===== config.mk =====
export PLATFORM = sky130hd
export DESIGN_NAME = ps2_host_tx_flat
export DESIGN_NICKNAME = d
export VERILOG_FILES = /design/src/rtl/ps2_host_tx_if.sv /design/src/rtl/ps2_host_tx.sv /design/src/flat_wrapper.sv
export SDC_FILE = /design/constraint.sdc
export NUM_CORES = 1
export LEC_CHECK = 0
export CAP_MARGIN = 40
export CORE_ASPECT_RATIO = 1.75
export CORE_MARGIN = 2
export CORE_UTILIZATION = 40
export DETAILED_ROUTE_END_ITERATION = 7
export GPL_TIMING_DRIVEN = 0
export PLACE_DENSITY = 0.7
export SLEW_MARGIN = 0
export SYNTH_ARGS = -nofsm -noshare
export SYNTH_HDL_FRONTEND = slang
export SYNTH_SLANG_ARGS = --single-unit

===== constraint.sdc =====
create_clock -name clk -period 4.2 [get_ports clk]
set_input_delay 1.05 -clock clk [delete_from_list [all_inputs] [get_ports clk]]
set_output_delay 1.05 -clock clk [all_outputs]
set_load 0.03 [all_outputs]

===== src/rtl/ps2_host_tx_if.sv =====
// ps2_host_tx_if
//   Command-side handshake between a client (keyboard controller logic) and
//   the PS/2 host transmitter.
//   Signals:
//     data        byte to send, sampled when send is accepted
//     send        one-cycle request strobe
//     busy        transmitter owns the bus
//     rx_inhibit  tells the scancode receiver to discard traffic
//     done        one-cycle pulse: frame sent and ACKed
//     error       one-cycle pulse: timeout or NACK
//     nack        qualifies error (1 = NACK, 0 = timeout), held until next send
//   Modports: master = client side, slave = transmitter side.
interface ps2_host_tx_if;
  logic [7:0] data;
  logic       send;
  logic       busy;
  logic       rx_inhibit;
  logic       done;
  logic       error;
  logic       nack;

  modport master (
    output data, send,
    input  busy, rx_inhibit, done, error, nack
  );

  modport slave (
    input  data, send,
    output busy, rx_inhibit, done, error, nack
  );
endinterface


===== src/rtl/ps2_host_tx.sv =====
// ps2_host_tx
//   Host-to-device PS/2 transmitter. Sends one command byte (start, D0..D7
//   LSB first, odd parity, stop) over the open-collector clock/data pair and
//   checks the device ACK bit. Lines are only ever pulled low through the
//   active-high output enables.
//   Ports:
//     clk, rst      system clock, synchronous active-high reset
//     ps2clk_in     PS/2 clock pad input (asynchronous)
//     ps2data_in    PS/2 data pad input (asynchronous)
//     ps2clk_oe     1 = pull clock line low
//     ps2data_oe    1 = pull data line low
//     host          ps2_host_tx_if.slave command handshake
//   Optional feature macro: PS2TX_RETRY_EN
//     defined   -> a NACK or timeout restarts the same byte from the inhibit
//                  phase, up to two retries; error/nack only after the third
//                  failure.
//     undefined -> the first failure ends the transfer with error.
module ps2_host_tx #(
  parameter int INHIBIT_CYCLES = 2800,
  parameter int TIMEOUT_CYCLES = 420000,
  parameter int FILTER_LEN     = 8,
  parameter int TIMER_W        = 20
) (
  input  logic         clk,
  input  logic         rst,
  input  logic         ps2clk_in,
  input  logic         ps2data_in,
  output logic         ps2clk_oe,
  output logic         ps2data_oe,
  ps2_host_tx_if.slave host
);

  localparam int FW = (FILTER_LEN > 1) ? $clog2(FILTER_LEN) : 1;
  localparam logic [TIMER_W-1:0] INH_LOAD = TIMER_W'(INHIBIT_CYCLES);
  localparam logic [TIMER_W-1:0] TO_LOAD  = TIMER_W'(TIMEOUT_CYCLES);

  typedef enum logic [2:0] {
    IDLE,
    INHIBIT,
    SEND,
    ACK,
    WAITIDLE
  } state_t;

  // Index 0 is the clock line, index 1 the data line.
  logic [1:0]    sync_a;
  logic [1:0]    sync_b;
  logic [1:0]    filt;
  logic [FW-1:0] fcnt [2];
  logic          clk_filt_d;
  logic          fedge;

  state_t              state, state_n;
  logic [TIMER_W-1:0]  timer, timer_n;
  logic [10:0]         frame, frame_n;
  logic [3:0]          bitcnt, bitcnt_n;
  logic                clk_oe_q, clk_oe_n;
  logic                data_oe_q, data_oe_n;
  logic                done_q, done_n;
  logic                error_q, error_n;
  logic                nack_q, nack_n;
  logic                fail;
  logic                fail_nack;
`ifdef PS2TX_RETRY_EN
  logic [1:0]          retry_cnt, retry_n;
`endif

  // Two-flop synchroniser followed by a stability filter: the filtered value
  // only follows the synchronised line once it has differed for FILTER_LEN
  // consecutive cycles, so short glitches never reach the FSM. Everything
  // presets to 1 (idle bus) so reset never fakes a falling edge.
  always_ff @(posedge clk) begin
    if (rst) begin
      sync_a     <= 2'b11;
      sync_b     <= 2'b11;
      filt       <= 2'b11;
      clk_filt_d <= 1'b1;
      for (int i = 0; i < 2; i++) begin
        fcnt[i] <= '0;
      end
    end else begin
      sync_a     <= {ps2data_in, ps2clk_in};
      sync_b     <= sync_a;
      clk_filt_d <= filt[0];
      for (int i = 0; i < 2; i++) begin
        if (sync_b[i] == filt[i]) begin
          fcnt[i] <= '0;
        end else if (fcnt[i] == FW'(FILTER_LEN - 1)) begin
          filt[i] <= sync_b[i];
          fcnt[i] <= '0;
        end else begin
          fcnt[i] <= fcnt[i] + 1'b1;
        end
      end
    end
  end

  assign fedge = clk_filt_d & ~filt[0];

  // FSM state and registered outputs. Line enables are registered so a reset
  // releases both lines on the cycle after it is sampled.
  always_ff @(posedge clk) begin
    if (rst) begin
      state     <= IDLE;
      timer     <= '0;
      frame     <= '1;
      bitcnt    <= '0;
      clk_oe_q  <= 1'b0;
      data_oe_q <= 1'b0;
      done_q    <= 1'b0;
      error_q   <= 1'b0;
      nack_q    <= 1'b0;
    end else begin
      state     <= state_n;
      timer     <= timer_n;
      frame     <= frame_n;
      bitcnt    <= bitcnt_n;
      clk_oe_q  <= clk_oe_n;
      data_oe_q <= data_oe_n;
      done_q    <= done_n;
      error_q   <= error_n;
      nack_q    <= nack_n;
    end
  end

`ifdef PS2TX_RETRY_EN
  always_ff @(posedge clk) begin
    if (rst) begin
      retry_cnt <= '0;
    end else begin
      retry_cnt <= retry_n;
    end
  end
`endif

  // Next-state logic. The frame register is never shifted; bitcnt selects
  // the bit to drive so a retry can resend the same frame unchanged.
  always_comb begin
    state_n   = state;
    timer_n   = timer;
    frame_n   = frame;
    bitcnt_n  = bitcnt;
    clk_oe_n  = clk_oe_q;
    data_oe_n = data_oe_q;
    done_n    = 1'b0;
    error_n   = 1'b0;
    nack_n    = nack_q;
    fail      = 1'b0;
    fail_nack = 1'b0;
`ifdef PS2TX_RETRY_EN
    retry_n   = retry_cnt;
`endif

    case (state)
      IDLE: begin
        // A strobe landing on the done/error cycle belongs to the old
        // transfer and is dropped.
        if (host.send && !done_q && !error_q) begin
          frame_n   = {1'b1, ~^host.data, host.data, 1'b0};
          timer_n   = INH_LOAD;
          bitcnt_n  = '0;
          clk_oe_n  = 1'b1;
          data_oe_n = 1'b0;
          nack_n    = 1'b0;
          state_n   = INHIBIT;
`ifdef PS2TX_RETRY_EN
          retry_n   = '0;
`endif
        end
      end

      INHIBIT: begin
        // Device edges here are our own clock pull-down; ignore them.
        if (timer == '0) begin
          data_oe_n = ~frame[0];
          clk_oe_n  = 1'b0;
          timer_n   = TO_LOAD;
          bitcnt_n  = '0;
          state_n   = SEND;
        end else begin
          timer_n = timer - 1'b1;
        end
      end

      SEND: begin
        if (fedge) begin
          data_oe_n = ~frame[bitcnt + 4'd1];
          bitcnt_n  = bitcnt + 4'd1;
          timer_n   = TO_LOAD;
          if (bitcnt == 4'd9) begin
            state_n = ACK;
          end
        end else if (timer == '0) begin
          fail = 1'b1;
        end else begin
          timer_n = timer - 1'b1;
        end
      end

      ACK: begin
        if (fedge) begin
          if (!filt[1]) begin
            timer_n = TO_LOAD;
            state_n = WAITIDLE;
          end else begin
            fail      = 1'b1;
            fail_nack = 1'b1;
          end
        end else if (timer == '0) begin
          fail = 1'b1;
        end else begin
          timer_n = timer - 1'b1;
        end
      end

      WAITIDLE: begin
        if (filt == 2'b11) begin
          done_n  = 1'b1;
          state_n = IDLE;
        end else if (timer == '0) begin
          fail = 1'b1;
        end else begin
          timer_n = timer - 1'b1;
        end
      end

      default: begin
        clk_oe_n  = 1'b0;
        data_oe_n = 1'b0;
        state_n   = IDLE;
      end
    endcase

    // Failure: either restart the frame (retry build) or release the bus
    // and report.
    if (fail) begin
`ifdef PS2TX_RETRY_EN
      if (retry_cnt != 2'd2) begin
        retry_n   = retry_cnt + 2'd1;
        timer_n   = INH_LOAD;
        bitcnt_n  = '0;
        clk_oe_n  = 1'b1;
        data_oe_n = 1'b0;
        state_n   = INHIBIT;
      end else
`endif
      begin
        clk_oe_n  = 1'b0;
        data_oe_n = 1'b0;
        error_n   = 1'b1;
        nack_n    = fail_nack;
        state_n   = IDLE;
      end
    end
  end

  assign ps2clk_oe       = clk_oe_q;
  assign ps2data_oe      = data_oe_q;
  assign host.busy       = (state != IDLE);
  assign host.rx_inhibit = (state != IDLE);
  assign host.done       = done_q;
  assign host.error      = error_q;
  assign host.nack       = nack_q;

endmodule


===== src/flat_wrapper.sv =====
// flat-port wrapper written by rule: the top's interface ports become plain ports
module ps2_host_tx_flat 
#(
  parameter int INHIBIT_CYCLES = 2800,
  parameter int TIMEOUT_CYCLES = 420000,
  parameter int FILTER_LEN     = 8,
  parameter int TIMER_W        = 20
)
  (clk, rst, ps2clk_in, ps2data_in, ps2clk_oe, ps2data_oe, host_data, host_send, host_busy, host_rx_inhibit, host_done, host_error, host_nack);
  ps2_host_tx_if host_i ();
  input  logic clk;
  input  logic rst;
  input  logic ps2clk_in;
  input  logic ps2data_in;
  output logic ps2clk_oe;
  output logic ps2data_oe;
  input wire logic [$bits(host_i.data)-1:0] host_data;
  input wire logic [$bits(host_i.send)-1:0] host_send;
  output wire logic [$bits(host_i.busy)-1:0] host_busy;
  output wire logic [$bits(host_i.rx_inhibit)-1:0] host_rx_inhibit;
  output wire logic [$bits(host_i.done)-1:0] host_done;
  output wire logic [$bits(host_i.error)-1:0] host_error;
  output wire logic [$bits(host_i.nack)-1:0] host_nack;
  assign host_i.data = host_data;
  assign host_i.send = host_send;
  assign host_busy = host_i.busy;
  assign host_rx_inhibit = host_i.rx_inhibit;
  assign host_done = host_i.done;
  assign host_error = host_i.error;
  assign host_nack = host_i.nack;
  ps2_host_tx #(.INHIBIT_CYCLES(INHIBIT_CYCLES), .TIMEOUT_CYCLES(TIMEOUT_CYCLES), .FILTER_LEN(FILTER_LEN), .TIMER_W(TIMER_W)) u_core (.clk(clk), .rst(rst), .ps2clk_in(ps2clk_in), .ps2data_in(ps2data_in), .ps2clk_oe(ps2clk_oe), .ps2data_oe(ps2data_oe), .host(host_i));
endmodule

# == Word level (Yosys, flattened, before mapping) ==
# Memory sizes are Yosys's and may differ from the RTL's.
# Index checks and enable logic that the tools add are counted.
# totals
regBits,49
mem_bits_rw,6
output_inout_bits,7
wordCells,150
memories,1
# op_classes
add_sub_neg,4
order_cmp,1
n_eq_ne,19
muxes,71
bitwise,15
reduce_logical,25
# memory_table
memory,words,width,read_ports,rd_clocked_by_memory_dff,write_ports,line,text
u_core.fcnt,2,3,2,0,2,ps2_host_tx.sv:49,logic [FW-1:0] fcnt [2];
# ops
operator,n
2-to-1 mux 20 bit,7
one-hot mux 20 bit (5 select lines),1
2-to-1 mux 1 bit,41
2-to-1 mux 3 bit,13
logical NOT 20 bit,1
"subtractor 20 x 1 -> 20 bit, second input constant",1
one-hot mux 3 bit (5 select lines),1
2-to-1 mux 4 bit,3
"inequality test 2 x 1 -> 1 bit, second input constant",6
one-hot mux 4 bit (3 select lines),1
AND reduction 4 bit,3
"equality test 3 bit, second input constant",3
inverter 1 bit,8
AND reduction 2 bit,4
XNOR reduction 8 bit,1
AND reduction 7 bit,1
"adder 3 x 1 -> 3 bit, second input constant",2
"equality test 3 x 2 -> 1 bit, second input constant",2
bitwise OR 1 bit,6
one-hot mux 1 bit (3 select lines),2
nonzero test 3 bit,2
OR reduction 2 bit,3
"less-than comparator 4 x 5 -> 1 bit, second input constant",1
nonzero test 5 bit,1
other kinds (16),21

# == Logic depth before layout (Yosys ltp) ==
# Gate-level depths: netlist (run 1).
# An unclocked memory read counts as a cell.
# logic_depth
word_depth,8
depth_mapped,13

# == Worst setup path before layout (run 1) ==
# No wires, ideal clock.
# synth_timing
path_kind,input -> register
start,in host_send
end,reg u_core.timer[12]
t_arrival_ps,2329
t_required_ps,4086
setup_slack_ps,1757
cell_stages,6
cell_sequence,a21oi_1 or3_1 clkbuf_1 or4_2 xor2_1 nor2_1
# synth_via
elab_chain_len,4
# synth_rtl
element,line,text
"start, declared",flat_wrapper.sv:18,input wire logic [$bits(host_i.send)-1:0] host_send;
logical AND 1 bit (2 in a row),ps2_host_tx.sv:158,if (host.send && !done_q && !error_q) begin
inequality test 2 x 1 -> 1 bit (no source line),-,
AND reduction 4 bit (no source line),-,
"end signal, assigned",ps2_host_tx.sv:115,timer <= timer_n;
"end, declared",ps2_host_tx.sv:54,"logic [TIMER_W-1:0] timer, timer_n;"
# Every way passes these cells.
# A chain may end at the register's enable or synchronous reset.

# == Final worst setup path (run 1) ==
# layout_timing
start,in host_send
end,reg u_core.timer[11]
# The elaborated chain is that of the path after synthesis.

==> results.md, run 1 <==
* Status: completed
* Power share of the sequential group at 0.297
* Sequence of cells on the critical path: clkdlybuf4s50_1 -> a21oi_1 -> or3_1 -> clkbuf_1 -> nor3_1 -> nand2_1 -> a32o_1
* Met2 wire len at 4.22 mm
* Share of flip-flops with an asynchronous set or reset after synthesis at 0
* Antenna violation net count after detailed routing at 0
* Number of buffers added by the clock tree synthesis step at 5
* Post-route setup TNS at 0 ps
* Final hold violation count at 0
* Cell at the root of the clock tree: clkbuf_16
* Count of pins on the block boundary at 20
* Category of the most critical setup path: in -> reg
* Sum of internal, switching and leakage power at 2.52 mW
* Total met3 wirelength after detailed routing at 308 µm
* Residual DRC count at 0
* Max Fanout on Critical Path at 7
* Number of buffers added for setup after CTS at 0
* Max transition margin at 0.581
* Delay of the slowest critical-path stage at 530 ps
* Pwr Density at 715 mW/mm²
* Prevailing post-synth register cell: dfxtp_1
* Required time of the critical path at 4390 ps
* Synthesis Warnings at 0
* H-tree depth at 2
* Switching portion of total power at 0.441
* Critical Path Start Type: input port
* Internal at 1.41 mW
* Clock group share of total power at 0.171
* Number of hold buffers added after CTS at 0
* Maximum vdd ir drop at 0.000264 V
* Insertion delay to the later sink of the worst-skew pair at 300 ps
* Width of the die at 70.1 µm
* Share of power burned in combinational logic at 0.532
* Vias per inst at 5.78
* Initial cell density of the core at 0.407
* Sequential element share of the synthesized area at 0.380
* Post-synth EDFFs at 6
* Wire length of the first global-routing pass at 13.2 mm
* Worst clock skew on the final layout at 8.05 ps
* Post-synthesis to final-layout area growth at 15.3%
* Overall track demand over capacity in global routing at 0.196
* Dpl hpwl at 5.73 mm
* Switching power summed over all nets at 1.11 mW
* Area of the core at 0.00751 mm²
* Clock-pin transition on the worst setup and hold timing paths at 70 ps
* Static Leak at 1.36 nW
* Ant. Diodes at 0
* Slew at the pin closest to its max-slew limit at 623 ps
* Number of distinct standard cells referenced by the synthesized netlist at 66
* Setup repair after global routing missed its margin: no
* Fraction of layout cells with a size suffix above 1 at 0.112
* Max Cap Viol at 0
* GRT Residual Overflow at 0
* Average routed wire per standard cell at 16.2 µm
* Count of input and output buffers at 19
* Count of instances resized after the clock tree is built at 0
* Sum of routed wire length over all layers at 7.76 mm
* Flip-flop and latch count after synthesis at 55
* Fmax at 0.341 GHz
* Clock tree from TritonCTS: done
* Routability-driven placement congestion ratio at 0.946
* Nets@finish at 413
* Maximum number of pins on one net before global-route repair at 19
* Number of global-route vias before repair at 2764
* Number of antenna violations at the first check in global routing at 0
* Cell with the biggest individual delay on the critical path: nor3_1
* Instance count of the mapped netlist at 360
* Buffers from clock root to sink, at most at 2
* Worst slack on hold paths at 416 ps
* Clock Sink Count at 55
* Site row count at 42
* Final setup violation count at 0
* Die Area at 0.00839 mm²
* Die Span Y at 120 µm
* WP data arrival at 3130 ps
* Met1 layer wirelength in the final routing at 2.92 mm
* Hold Path Class: reg -> reg
* Endpoint class of the critical path: register
* Post-synthesis instance area at 0.00306 mm²
* Portion of the clock cycle consumed by the worst path in the final layout at 0.699
* Drt pass-1 iters at 5
* Number of vias after detailed routing at 2776
* Highest metal used: met4
* Max-slew violation count at 0
* Minimum clock period at 2940 ps
* Number of buffers and inverters on the critical path at 2
* Mean instance size in the synthesized netlist at 8.49 µm²
* Detailed Route Iter0 Violations at 180
* Cell family with the largest share of critical-path delay: simple AND/OR/NAND/NOR gates
## power groups by stage
stage / registers [mW] / logic, mW / clock network [mW]
global placement: 0.752 / 1.30 / 0
CTS: 0.746 / 1.33 / 0.441
detailed placement: 0.758 / 1.32 / 0
finish: 0.750 / 1.34 / 0.430
floorplan: 0.745 / 0.995 / 0
global route: 0.765 / 1.48 / 0.458
## cell families (layout without fill, tap and decap cells)
kind of cell	count (synthesis)	in the layout	synth area share
XOR/XNOR	17	17	0.0487
flip-flops	55	55	0.380
AO/OA/AOI/OAI	75	75	0.164
adder cells (fa/ha/maj)	9	9	0.0368
other	1	6	0.00123
multiplexers	5	5	0.0245
buffers and inverters	32	59	0.0577
AND/OR/NAND/NOR	166	166	0.287
## state kept, by name (all words and copies together), names as in the netlist, 2 cells and up
| register | cells |
|---|---|
| u_core.bitcnt | 4 |
| u_core.sync_a | 2 |
| u_core.sync_b | 2 |
| u_core.filt | 2 |
| u_core.frame | 10 |
| u_core.fcnt | 6 |
| u_core.state | 3 |
| u_core.timer | 20 |
## area by class of cell
type,instances,area [µm²]
fillers,745,3990
multi-input cells,278,1740
flip-flops and latches,55,1160
repair buffers,19,190
plain buffers,21,135
clock buffers,5,125
well taps,88,110
inverters,11,41.3
clock inverters,3,23.8
## cells in the mapped netlist (all sizes together) (2+ instances only)
cell,instances,share of area
a211oi,3,0.0074
a21o,2,0.0074
a21oi,21,0.034
a22oi,2,0.0049
a311oi,2,0.0057
a31oi,6,0.012
and2,6,0.012
and3,2,0.0041
buf,11,0.032
clkbuf,10,0.012
dfxtp,49,0.32
edfxtp,6,0.059
ha,9,0.037
inv,11,0.014
mux2i,3,0.0098
mux4,2,0.015
nand2,35,0.043
nand2b,4,0.0082
nand3,14,0.023
nor2,35,0.044
nor2b,6,0.012
nor3,24,0.043
nor3b,2,0.0049
nor4,13,0.029
o211ai,5,0.014
o21ai,14,0.023
o22ai,2,0.0041
o31ai,6,0.015
or2,7,0.014
or3,7,0.017
or4,4,0.013
or4b,2,0.0065
xnor2,10,0.029
xor2,7,0.020
## cell usage in the layout (no fill, tap or decap), types with 3 or more instances in the layout
cell type	n
a211oi_1	3
a21oi_1	21
a31oi_1	6
and2_1	6
buf_2	3
buf_4	3
buf_6	4
clkbuf_1	10
clkbuf_16	5
clkdlybuf4s50_1	19
conb_1	6
dfxtp_1	49
edfxtp_1	6
ha_1	9
inv_1	10
mux2i_1	3
nand2_1	35
nand2b_1	4
nand3_1	14
nor2_1	34
nor2b_1	6
nor3_1	22
nor4_1	12
o211ai_1	4
o21ai_0	14
o31ai_1	6
or2_2	6
or3_1	3
or3_2	3
xnor2_1	10
xor2_1	7
## through the flow
stage,instances,area [µm²],utilization,setup slack [ps]
floorplan,365,3080,-,1760
global placement,472,3380,0.449,1030
detailed placement,472,3380,0.449,1000
CTS,480,3530,0.469,1310
global route,480,3530,0.469,1130
finish,480,3530,0.469,1260
## worst paths after layout
path / slack, ps / from / endpoint / cells past startpoint
max: 1260 / host_send / u_core.timer[11] / 7
min: 420 / u_core.sync_a[0] / u_core.sync_b[0] / 1
max reg2reg: 1370 / u_core.timer[0] / u_core.timer[0] / 13
min reg2reg: 420 / u_core.sync_a[0] / u_core.sync_b[0] / 1
## layer usage
| layer | vias up | global-route usage |
|---|---|---|
| met5 | - | 0 |
| met4 | 0 | 0.106 |
| met3 | 24 | 0.0353 |
| met2 | 88 | 0.363 |
| met1 | 1318 | 0.204 |
| li1 | 1346 | - |
(Power assumes the default switching activity.)
==> inputs of run 2 (changes only) <==
==> constraint.sdc (replaced) <==
create_clock -name clk -period 2.85 [get_ports clk]
set_input_delay 0.7125 -clock clk [delete_from_list [all_inputs] [get_ports clk]]
set_output_delay 0.7125 -clock clk [all_outputs]
set_load 0.03 [all_outputs]
==> results.md, run 2 (synthesized netlist as in run 1, its figures left out) <==
* Slew at the pin closest to its max-slew limit at 606 ps (-17.3 ps)
* Number of cells in the design after placement at 472 (unchanged)
* Internal at 2.11 mW (+50%)
* Count of pins on the block boundary at 20 (unchanged)
* Cell at the root of the clock tree: clkbuf_16
* Pwr Density at 1060 mW/mm² (+49%)
* Die Area at 0.00839 mm² (unchanged)
* Final hold violation count at 0 (unchanged)
* Portion of the clock cycle consumed by the worst path in the final layout at 0.946
* Initial cell density of the core at 0.407 (unchanged)
* Residual DRC count at 0 (unchanged)
* Hold Path Class: reg -> reg
* Routability-driven placement congestion ratio at 0.946 (unchanged)
* Switching portion of total power at 0.441 (about the same)
* Clock tree from TritonCTS: done
* Antenna violation net count after detailed routing at 0 (unchanged)
* Area of the core at 0.00751 mm² (unchanged)
* Post-synthesis to final-layout area growth at 15.9%
* H-tree depth at 2 (unchanged)
* Minimum clock period at 2700 ps
* Vias per inst at 5.82 (+0.58%)
* Sum of internal, switching and leakage power at 3.77 mW (+50%)
* Dpl hpwl at 5.73 mm (unchanged)
* Fill cells at 745 (unchanged)
* Maximum number of pins on one net before global-route repair at 19 (unchanged)
* Max transition margin at 0.593 (+0.0116)
* Width of the die at 70.1 µm (unchanged)
* Min-Delay Startpoint: u_core.sync_a[0]
* Wire length of the first global-routing pass at 13.2 mm (unchanged)
* Buffers from clock root to sink, at most at 2 (unchanged)
* Startpoint of the worst register-to-register path: u_core.timer[0]
* Clock-pin transition on the worst setup and hold timing paths at 70 ps (about the same)
* Leading cell types in the layout, fill and taps excluded: 49 x dfxtp_1, 35 x nand2_1, 34 x nor2_1, 22 x nor3_1, 21 x a21oi_1
* Final setup violation count at 0 (unchanged)
* Count of input and output buffers at 19 (unchanged)
* Max-slew violation count at 0 (unchanged)
* Detailed Route Iter0 Violations at 177 (-1.7%)
* Number of global-route vias before repair at 2764 (unchanged)
* Static Leak at 1.36 nW (+0.27%)
* Endpoint class of the critical path: register
* Final cell count without fillers at 480 (unchanged)
* Max Cap Viol at 0 (unchanged)
* WP data arrival at 2870 ps (-260 ps)
* Fmax at 0.371 GHz
* Number of vias after detailed routing at 2792 (+0.58%)
* GRT Residual Overflow at 0 (unchanged)
* Number of buffers added by the clock tree synthesis step at 5 (unchanged)
* Fraction of layout cells with a size suffix above 1 at 0.117 (+0.00510)
* Number of flip-flops in the largest register at 20 (unchanged)
* Overall track demand over capacity in global routing at 0.196 (unchanged)
* Origin of the worst setup path: u_core.timer[0]
* Ant. Diodes at 0 (unchanged)
* Number of antenna violations at the first check in global routing at 0 (unchanged)
* Share of power burned in combinational logic at 0.539 (+0.007)
* Worst clock skew on the final layout at 8.62 ps (+0.570 ps)
* Site row count at 42 (unchanged)
* Insertion delay to the later sink of the worst-skew pair at 300 ps (about the same)
* Die Span Y at 120 µm (unchanged)
* Critical Path Start Type: register
* Category of the most critical setup path: reg -> reg
* Sum of routed wire length over all layers at 7.79 mm (+0.35%)
* Top reg by flops: u_core.timer
* Clock Sink Count at 55 (unchanged)
* Required time of the critical path at 3020 ps (-1370 ps)
* Most common library cell in the layout ignoring fill and taps: dfxtp_1
* Drt pass-1 iters at 5 (unchanged)
* Switching power summed over all nets at 1.66 mW (+50%)
* Average routed wire per standard cell at 16.2 µm (+0.35%)
* Largest registers in the final layout: u_core.timer: 20 flops, u_core.frame: 10 flops, u_core.fcnt: 6 flops
* Status: completed
* Max Fanout on Critical Path at 9 (+2)
* Nets@finish at 413 (unchanged)
* Clock group share of total power at 0.168 (-0.003)
* Power share of the sequential group at 0.293 (-0.004)
* Maximum vdd ir drop at 0.000389 V (+47%)
## run 2: final cells by class
class                   instances  area [µm²]  share of cell area
multi-input cells             278        1760               0.496
flip-flops and latches         55        1160               0.328
repair buffers                 19         190              0.0537
plain buffers                  21         135              0.0381
clock buffers                   5         125              0.0353
well taps                      88         110              0.0311
inverters                      11        41.3              0.0116
clock inverters                 3        23.8             0.00671
## run 2: stage by stage
step / setup slack (ps) / TNS, ps / hold slack, ps / cell area, µm² / util
floorplan: 453 / 0 / 389 / 3080 / -
detailed placement: -9.01 / -9.01 / 400 / 3380 / 0.449
global route: -1.05 / -1.05 / 431 / 3540 / 0.472
finish: 153 / 0 / 416 / 3540 / 0.472
global placement: 13.2 / 0 / 394 / 3380 / 0.449
CTS: 49.9 / 0 / 422 / 3530 / 0.469
## run 2: layer usage
layer  share of wire  wire length, µm  GRT usage  vias up
met2            0.55             4250      0.363       90
met1            0.37             2860      0.204     1327
li1                -                -          -     1348
met4           0.042              331      0.106        0
met5               0                0          0        -
met3           0.044              339     0.0353       27
## run 2: critical path, stage by stage (launching register included)
cell      delay (ps)
dfxtp_1          340
inv_1            120
ha_1             150
or4b_4           480
nor4_4           170
and2_1           180
buf_6            140
inv_2            110
ha_1             310
inv_1             40
a32oi_1          190
o221ai_1         150
o21ai_0          120
nor2_1            50
## run 2: worst paths after layout
| check | cells after the start | slack [ps] | end |
|---|---|---|---|
| setup / recovery | 13 | 150 | u_core.timer[0] |
| hold reg to reg | 1 | 420 | u_core.sync_b[0] |
| hold / removal | 1 | 420 | u_core.sync_b[0] |
| setup reg to reg | 13 | 150 | u_core.timer[0] |
## run 2: what timing repair did
action | 4_1_cts | 5_1_grt
setup endpoints to repair | 0 | 1
hold buffers | 0 | 0
setup buffers | 0 | 0
gates resized for setup | 0 | 3
## run 2: power by group through the flow
stage	Combinational, mW	Sequential, mW	Clock (mW)
detailed placement	1.94	1.12	0
global placement	1.91	1.11	0
floorplan	1.47	1.10	0
global route	2.23	1.13	0.675
finish	2.03	1.11	0.634
CTS	1.96	1.10	0.650
